File: config.mk
export PLATFORM = sky130hd
export DESIGN_NAME = body_frame_scheduler
export DESIGN_NICKNAME = d
export VERILOG_FILES = /design/src/rtl/body_frame_scheduler.sv
export SDC_FILE = /design/constraint.sdc
export NUM_CORES = 1
export LEC_CHECK = 0
export ABC_AREA = 1
export CAP_MARGIN = 25
export CORE_ASPECT_RATIO = 1.5
export CORE_MARGIN = 5
export CORE_UTILIZATION = 34
export CTS_CLUSTER_SIZE = 28
export DETAILED_ROUTE_END_ITERATION = 10
export GPL_TIMING_DRIVEN = 1
export MAX_ROUTING_LAYER = met4
export REMOVE_ABC_BUFFERS = 1
export SETUP_SLACK_MARGIN = 0.4
export SKIP_CTS_REPAIR_TIMING = 1
export SYNTH_ARGS = -nofsm -noshare
export SYNTH_HDL_FRONTEND = slang
export SYNTH_SLANG_ARGS = --single-unit
File: constraint.sdc
create_clock -name CLK -period 3.1 [get_ports CLK]
set_input_delay 0.31 -clock CLK [delete_from_list [all_inputs] [get_ports CLK]]
set_output_delay 0.31 -clock CLK [all_outputs]
set_load 0.05 [all_outputs]
File: src/rtl/body_frame_scheduler.sv
`timescale 1ns/1ps
`default_nettype none
// ============================================================================
//  Module   : body_frame_scheduler
//  Purpose  : Avalon-MM slave holding double-buffered body parameters
//             (radius, x, y, z). A CPU commit is applied atomically on the
//             next VSYNC rise, then the active set is streamed to the sprite
//             renderer over a valid/ready handshake once per frame.
//  Revision : 1.0  initial release
// ============================================================================
module body_frame_scheduler #(
    parameter int NUM_BODIES = 4,
    parameter int COORD_W    = 10
) (
    input  logic               CLK,
    input  logic               RESET,
    input  logic               AVL_READ,
    input  logic               AVL_WRITE,
    input  logic               AVL_CS,
    input  logic [3:0]         AVL_BYTE_EN,
    input  logic [4:0]         AVL_ADDR,
    input  logic [31:0]        AVL_WRITEDATA,
    output logic [31:0]        AVL_READDATA,
    input  logic               VSYNC,
    output logic               BODY_VALID,
    input  logic               BODY_READY,
    output logic [2:0]         BODY_IDX,
    output logic [COORD_W-1:0] BODY_R,
    output logic [COORD_W-1:0] BODY_X,
    output logic [COORD_W-1:0] BODY_Y,
    output logic [COORD_W-1:0] BODY_Z,
    output logic               FRAME_DONE
);

    // Storage is sized for the largest legal body count so that 3-bit body
    // indices address the arrays exactly; rows beyond NUM_BODIES stay zero.
    localparam int         c_MAX_BODIES = 8;
    localparam logic [2:0] c_LAST_IDX   = 3'(NUM_BODIES - 1);
    localparam logic [5:0] c_BODY_END   = 6'(4 + 4 * NUM_BODIES);

    typedef enum logic [1:0] {
        S_IDLE   = 2'd0,
        S_COMMIT = 2'd1,
        S_STREAM = 2'd2,
        S_DONE   = 2'd3
    } state_t;

    state_t             r_state;
    state_t             w_state_next;
    logic [2:0]         r_idx;
    logic [2:0]         w_idx_next;
    logic               r_vs_q;
    logic               w_vs_rise;
    logic               r_enable;
    logic               r_commit_pending;
    logic               r_overrun;
    logic [7:0]         r_frame_count;
    logic [COORD_W-1:0] r_shadow [0:c_MAX_BODIES-1][0:3];
    logic [COORD_W-1:0] r_active [0:c_MAX_BODIES-1][0:3];

    logic               w_wr;
    logic               w_rd;
    logic               w_ctrl_wr;
    logic               w_body_sel;
    logic [2:0]         w_body;
    logic [1:0]         w_field;
    logic [31:0]        w_bit_mask;
    logic               w_busy;
    logic               w_unused;

    assign w_wr       = AVL_CS && AVL_WRITE;
    assign w_rd       = AVL_CS && AVL_READ;
    assign w_ctrl_wr  = w_wr && (AVL_ADDR == 5'd0) && AVL_BYTE_EN[0];
    assign w_body     = AVL_ADDR[4:2] - 3'd1;
    assign w_field    = AVL_ADDR[1:0];
    assign w_body_sel = (AVL_ADDR[4:2] != 3'd0) && ({1'b0, AVL_ADDR} < c_BODY_END);
    assign w_bit_mask = {{8{AVL_BYTE_EN[3]}}, {8{AVL_BYTE_EN[2]}},
                         {8{AVL_BYTE_EN[1]}}, {8{AVL_BYTE_EN[0]}}};
    assign w_vs_rise  = VSYNC && !r_vs_q;
    assign w_busy     = (r_state != S_IDLE);
    // Write-data lanes above COORD_W carry no storage.
    assign w_unused   = ^{w_bit_mask, AVL_WRITEDATA};

    // Shadow set: byte-lane writes from the CPU, allowed at any time.
    always_ff @(posedge CLK) begin
        if (RESET) begin
            for (int b = 0; b < c_MAX_BODIES; b++)
                for (int f = 0; f < 4; f++)
                    r_shadow[b][f] <= '0;
        end else if (w_wr && w_body_sel) begin
            r_shadow[w_body][w_field] <=
                (r_shadow[w_body][w_field] & ~w_bit_mask[COORD_W-1:0]) |
                (AVL_WRITEDATA[COORD_W-1:0] & w_bit_mask[COORD_W-1:0]);
        end
    end

    // Active set: copied wholesale only in the COMMIT cycle (pre-write shadow).
    always_ff @(posedge CLK) begin
        if (RESET) begin
            for (int b = 0; b < c_MAX_BODIES; b++)
                for (int f = 0; f < 4; f++)
                    r_active[b][f] <= '0;
        end else if (r_state == S_COMMIT) begin
            r_active <= r_shadow;
        end
    end

    // Control/status flags; a set request always wins over a same-cycle clear.
    always_ff @(posedge CLK) begin
        if (RESET) begin
            r_vs_q           <= 1'b0;
            r_enable         <= 1'b0;
            r_commit_pending <= 1'b0;
            r_overrun        <= 1'b0;
            r_frame_count    <= 8'd0;
        end else begin
            r_vs_q <= VSYNC;
            if (w_ctrl_wr)
                r_enable <= AVL_WRITEDATA[0];
            if (w_ctrl_wr && AVL_WRITEDATA[1])
                r_commit_pending <= 1'b1;
            else if (r_state == S_COMMIT)
                r_commit_pending <= 1'b0;
            if (w_vs_rise && w_busy)
                r_overrun <= 1'b1;
            else if (w_ctrl_wr && AVL_WRITEDATA[2])
                r_overrun <= 1'b0;
            if (r_state == S_COMMIT)
                r_frame_count <= r_frame_count + 8'd1;
        end
    end

    // Frame sequencer state and body index registers.
    always_ff @(posedge CLK) begin
        if (RESET) begin
            r_state <= S_IDLE;
            r_idx   <= 3'd0;
        end else begin
            r_state <= w_state_next;
            r_idx   <= w_idx_next;
        end
    end

    // Frame sequencer next-state and handshake outputs.
    always_comb begin
        w_state_next = r_state;
        w_idx_next   = r_idx;
        BODY_VALID   = 1'b0;
        FRAME_DONE   = 1'b0;
        case (r_state)
            S_IDLE: begin
                if (w_vs_rise && r_enable) begin
                    w_state_next = r_commit_pending ? S_COMMIT : S_STREAM;
                    w_idx_next   = 3'd0;
                end
            end
            S_COMMIT: begin
                w_state_next = S_STREAM;
                w_idx_next   = 3'd0;
            end
            S_STREAM: begin
                BODY_VALID = 1'b1;
                if (BODY_READY) begin
                    if (r_idx == c_LAST_IDX)
                        w_state_next = S_DONE;
                    else
                        w_idx_next = r_idx + 3'd1;
                end
            end
            S_DONE: begin
                FRAME_DONE   = 1'b1;
                w_state_next = S_IDLE;
            end
            default: w_state_next = S_IDLE;
        endcase
    end

    assign BODY_IDX = r_idx;
    assign BODY_R   = r_active[r_idx][0];
    assign BODY_X   = r_active[r_idx][1];
    assign BODY_Y   = r_active[r_idx][2];
    assign BODY_Z   = r_active[r_idx][3];

    // Combinational register read mux; zero when not selected for read.
    always_comb begin
        AVL_READDATA = 32'd0;
        if (w_rd) begin
            if (AVL_ADDR == 5'd0)
                AVL_READDATA = {31'd0, r_enable};
            else if (AVL_ADDR == 5'd1)
                AVL_READDATA = {16'd0, r_frame_count, 5'd0, r_overrun, w_busy, r_commit_pending};
            else if (w_body_sel)
                AVL_READDATA = 32'(r_shadow[w_body][w_field]);
        end
    end

endmodule
`default_nettype wire

==> reports/qor.txt <==
Clock sink count -> 657
First-pass GRT wire length -> 148,600 µm
Highest metal layer with signal wires -> met4
CP arrival -> 2.41 ns
Via Count -> 28,191
Post-Synthesis Cell Area -> 0.02888 mm²
Clk slew on worst S/H paths -> 0.07 ns
Run status -> finished, final reports clean
Max_cap viols -> 0
Setup ws final -> 0.3814 ns
Nets@finish -> 4,320
Most frequent cells in the layout -> nor2_1, nand2_1, o21ai_0
CP Cell Sequence -> buf_12 > clkinv_8 > buf_12 > clkbuf_16 > o21ai_0 > a31oi_4 > buf_12
Worst Hold Class -> in2reg
Pwr/cell area -> 923.0 mW/mm²
Final Max Tran Viols -> 0
Initial antenna violation count -> 2
Post-synthesis instance total -> 4,286
Worst Path Required -> 2.79 ns
1st-iter DRT viols -> 2,681
Port Buf Inserts -> 84
All-Layer GR Usage -> 0.2096
Ys Warns -> 0
RSZ-0062 raised after global routing -> yes
Vias in the first global route -> 25,702
Detailed-router iteration count before antenna repair -> 6
Area grow syn2layout -> 21.07%
H-Tree Level Count -> 2
Most used cell, CP -> buf_12
Layout cells sized above 1 -> 0.09819
Setup crit end kind -> output port
Initial Util -> 0.3408
Tcrit/Tclk final -> 0.8770
Worst skew pair latency -> 0.63 ns
Post-route ant nets -> 0
CTS tree -> built
TNS Setup -> 0 ns
DRC errors left -> 0
Clk root buf -> clkbuf_16
CP max-delay cell -> dfxtp_4
Clock Skew -> 0.02541 ns
Post-Route WL -> 102,400 µm
WL met2 -> 49,720 µm
Syn_area_per_cell -> 6.738 µm²
Dpl ws -> -0.03998 ns
IO Pins -> 125
Hold depth -> 3
Metal-1 WL -> 43,030 µm
Type of the worst setup path -> reg2out
GP Congestion -> 0.8378
TritonCTS buffer count -> 59
R2R cell count -> 6
FMAX -> 0.3678 GHz
Drt via density -> 5.182
Worst Path Max Fanout -> 28
Core area -> 0.08474 mm²
Max transition margin -> 0.4745
LEAKAGE -> 15.70 nW
Slowest cell delay on critical path -> 0.43 ns
Worst setup SP type -> flip-flop
Routed WL per cell -> 18.83 µm
CTS Buffer Depth -> 3
Area occupied by multi-input gates -> 0.01423 mm²
Register area share after synthesis -> 0.4555
Fillers -> 8,757
Final Hold Fails -> 0
GRT Residual Overflow -> 0
Post-detail-place hpwl -> 59,240 µm
Most common library cell in the layout ignoring fill and taps -> nor2_1
Register area -> 0.01316 mm²
Die width -> 248.0 µm
Setup-failing EPs final -> 0
Synth unique cells -> 26
Tmin final -> 2.719 ns
Largest net degree at the start of global routing -> 165
VDD IR max -> 0.0005203 V
Die area -> 0.09098 mm²
Worst slew pin tran -> 0.7882 ns
# rows -> 131
#FFs+latches synth -> 657
Vert. Die Dim -> 366.9 µm
DR WL met3 -> 5451 µm
[cell families after synthesis]
group                    Yosys count  synth area share
flip-flops                       657            0.4555
AND/OR/NAND/NOR                 1972            0.2591
other                              1         0.0001299
AO/OA/AOI/OAI                   1234            0.2178
adder cells (fa/ha/maj)            9          0.003900
buffers and inverters            413           0.06356
[Yosys cell counts]
master / number / area share
o21ai_0: 788 / 0.14
o21ai_1: 26 / 0.0045
nor2_1: 991 / 0.13
inv_2: 6 / 0.00078
nand3_1: 7 / 0.0012
nor2_4: 1 / 0.00039
a31oi_1: 40 / 0.0087
dfxtp_1: 657 / 0.46
buf_1: 21 / 0.0027
or2_2: 9 / 0.0019
a211oi_1: 4 / 0.0010
buf_4: 50 / 0.013
nand2_1: 942 / 0.12
or2_1: 1 / 0.00022
nor3_1: 10 / 0.0017
inv_1: 26 / 0.0034
nand4_1: 1 / 0.00022
clkinv_1: 2 / 0.00026
o211ai_1: 1 / 0.00026
buf_2: 78 / 0.014
a21oi_1: 334 / 0.058
o22ai_1: 41 / 0.0089
clkbuf_1: 230 / 0.030
ha_1: 9 / 0.0039
nand2_2: 10 / 0.0022
conb_1: 1 / 0.00013
[final timing paths]
path	startpoint	to	slack, ns
setup / recovery	BODY_IDX[0]	BODY_X[4]	0.38
hold / removal	VSYNC	r_vs_q	0.26
setup reg to reg	r_state[1]	r_active[168]	1.01
hold reg to reg	r_frame_count[7]	r_frame_count[7]	0.48
[per-layer routing]
metal  track usage  vias up
li1              -    13876
met4       0.08646        0
met5             -        -
met2        0.3426      853
met3       0.02063      189
met1        0.2653    13273
[worst max-delay path, delay by kind of cell, from the launching register on]
family	cells	cell delay (ns)
buffers and inverters	5	0.80
AO/OA/AOI/OAI	2	0.52
flip-flops	1	0.43
[sequential cells by signal (all words and copies together), names as in the netlist, 2 cells and up]
| signal | flops |
|---|---|
| BODY_IDX | 3 |
| r_shadow | 320 |
| r_active | 320 |
| r_state | 2 |
| r_frame_count | 8 |
[area by class of cell]
cell class | instances | area share
antenna | 2 | 0.0001431
clock buffer | 82 | 0.04792
clock inverter | 24 | 0.01109
inverter | 34 | 0.004867
multi-input combinational | 3231 | 0.4069
sequential | 657 | 0.3764
tap | 1130 | 0.04044
timing repair buffer | 280 | 0.1123
[report_power, final]
| group | switching (mW) | total [mW] | internal [mW] |
|---|---|---|---|
| Combinational | 8.72 | 14.0 | 5.23 |
| Clock | 3.37 | 7.97 | 4.60 |
| Sequential | 0.622 | 10.4 | 9.73 |
| Total | 12.7 | 32.3 | 19.6 |
[through the flow]
stage | hold slack (ns) | cell area [µm²] | total power, mW | utilization | std cells
finish | 0.2601 | 34960 | 32.27 | 0.4126 | 5440
global route | 0.2890 | 34960 | 33.85 | 0.4126 | 5440
CTS | 0.2416 | 34060 | 31.05 | 0.4019 | 5408
detailed placement | 0.4661 | 31990 | 23.11 | 0.3776 | 5302
global placement | 0.4604 | 31990 | 23.03 | 0.3776 | 5302
floorplan | 0.3791 | 27230 | 17.55 | - | 3922
No activity file was read; power rests on OpenSTA's default activity.
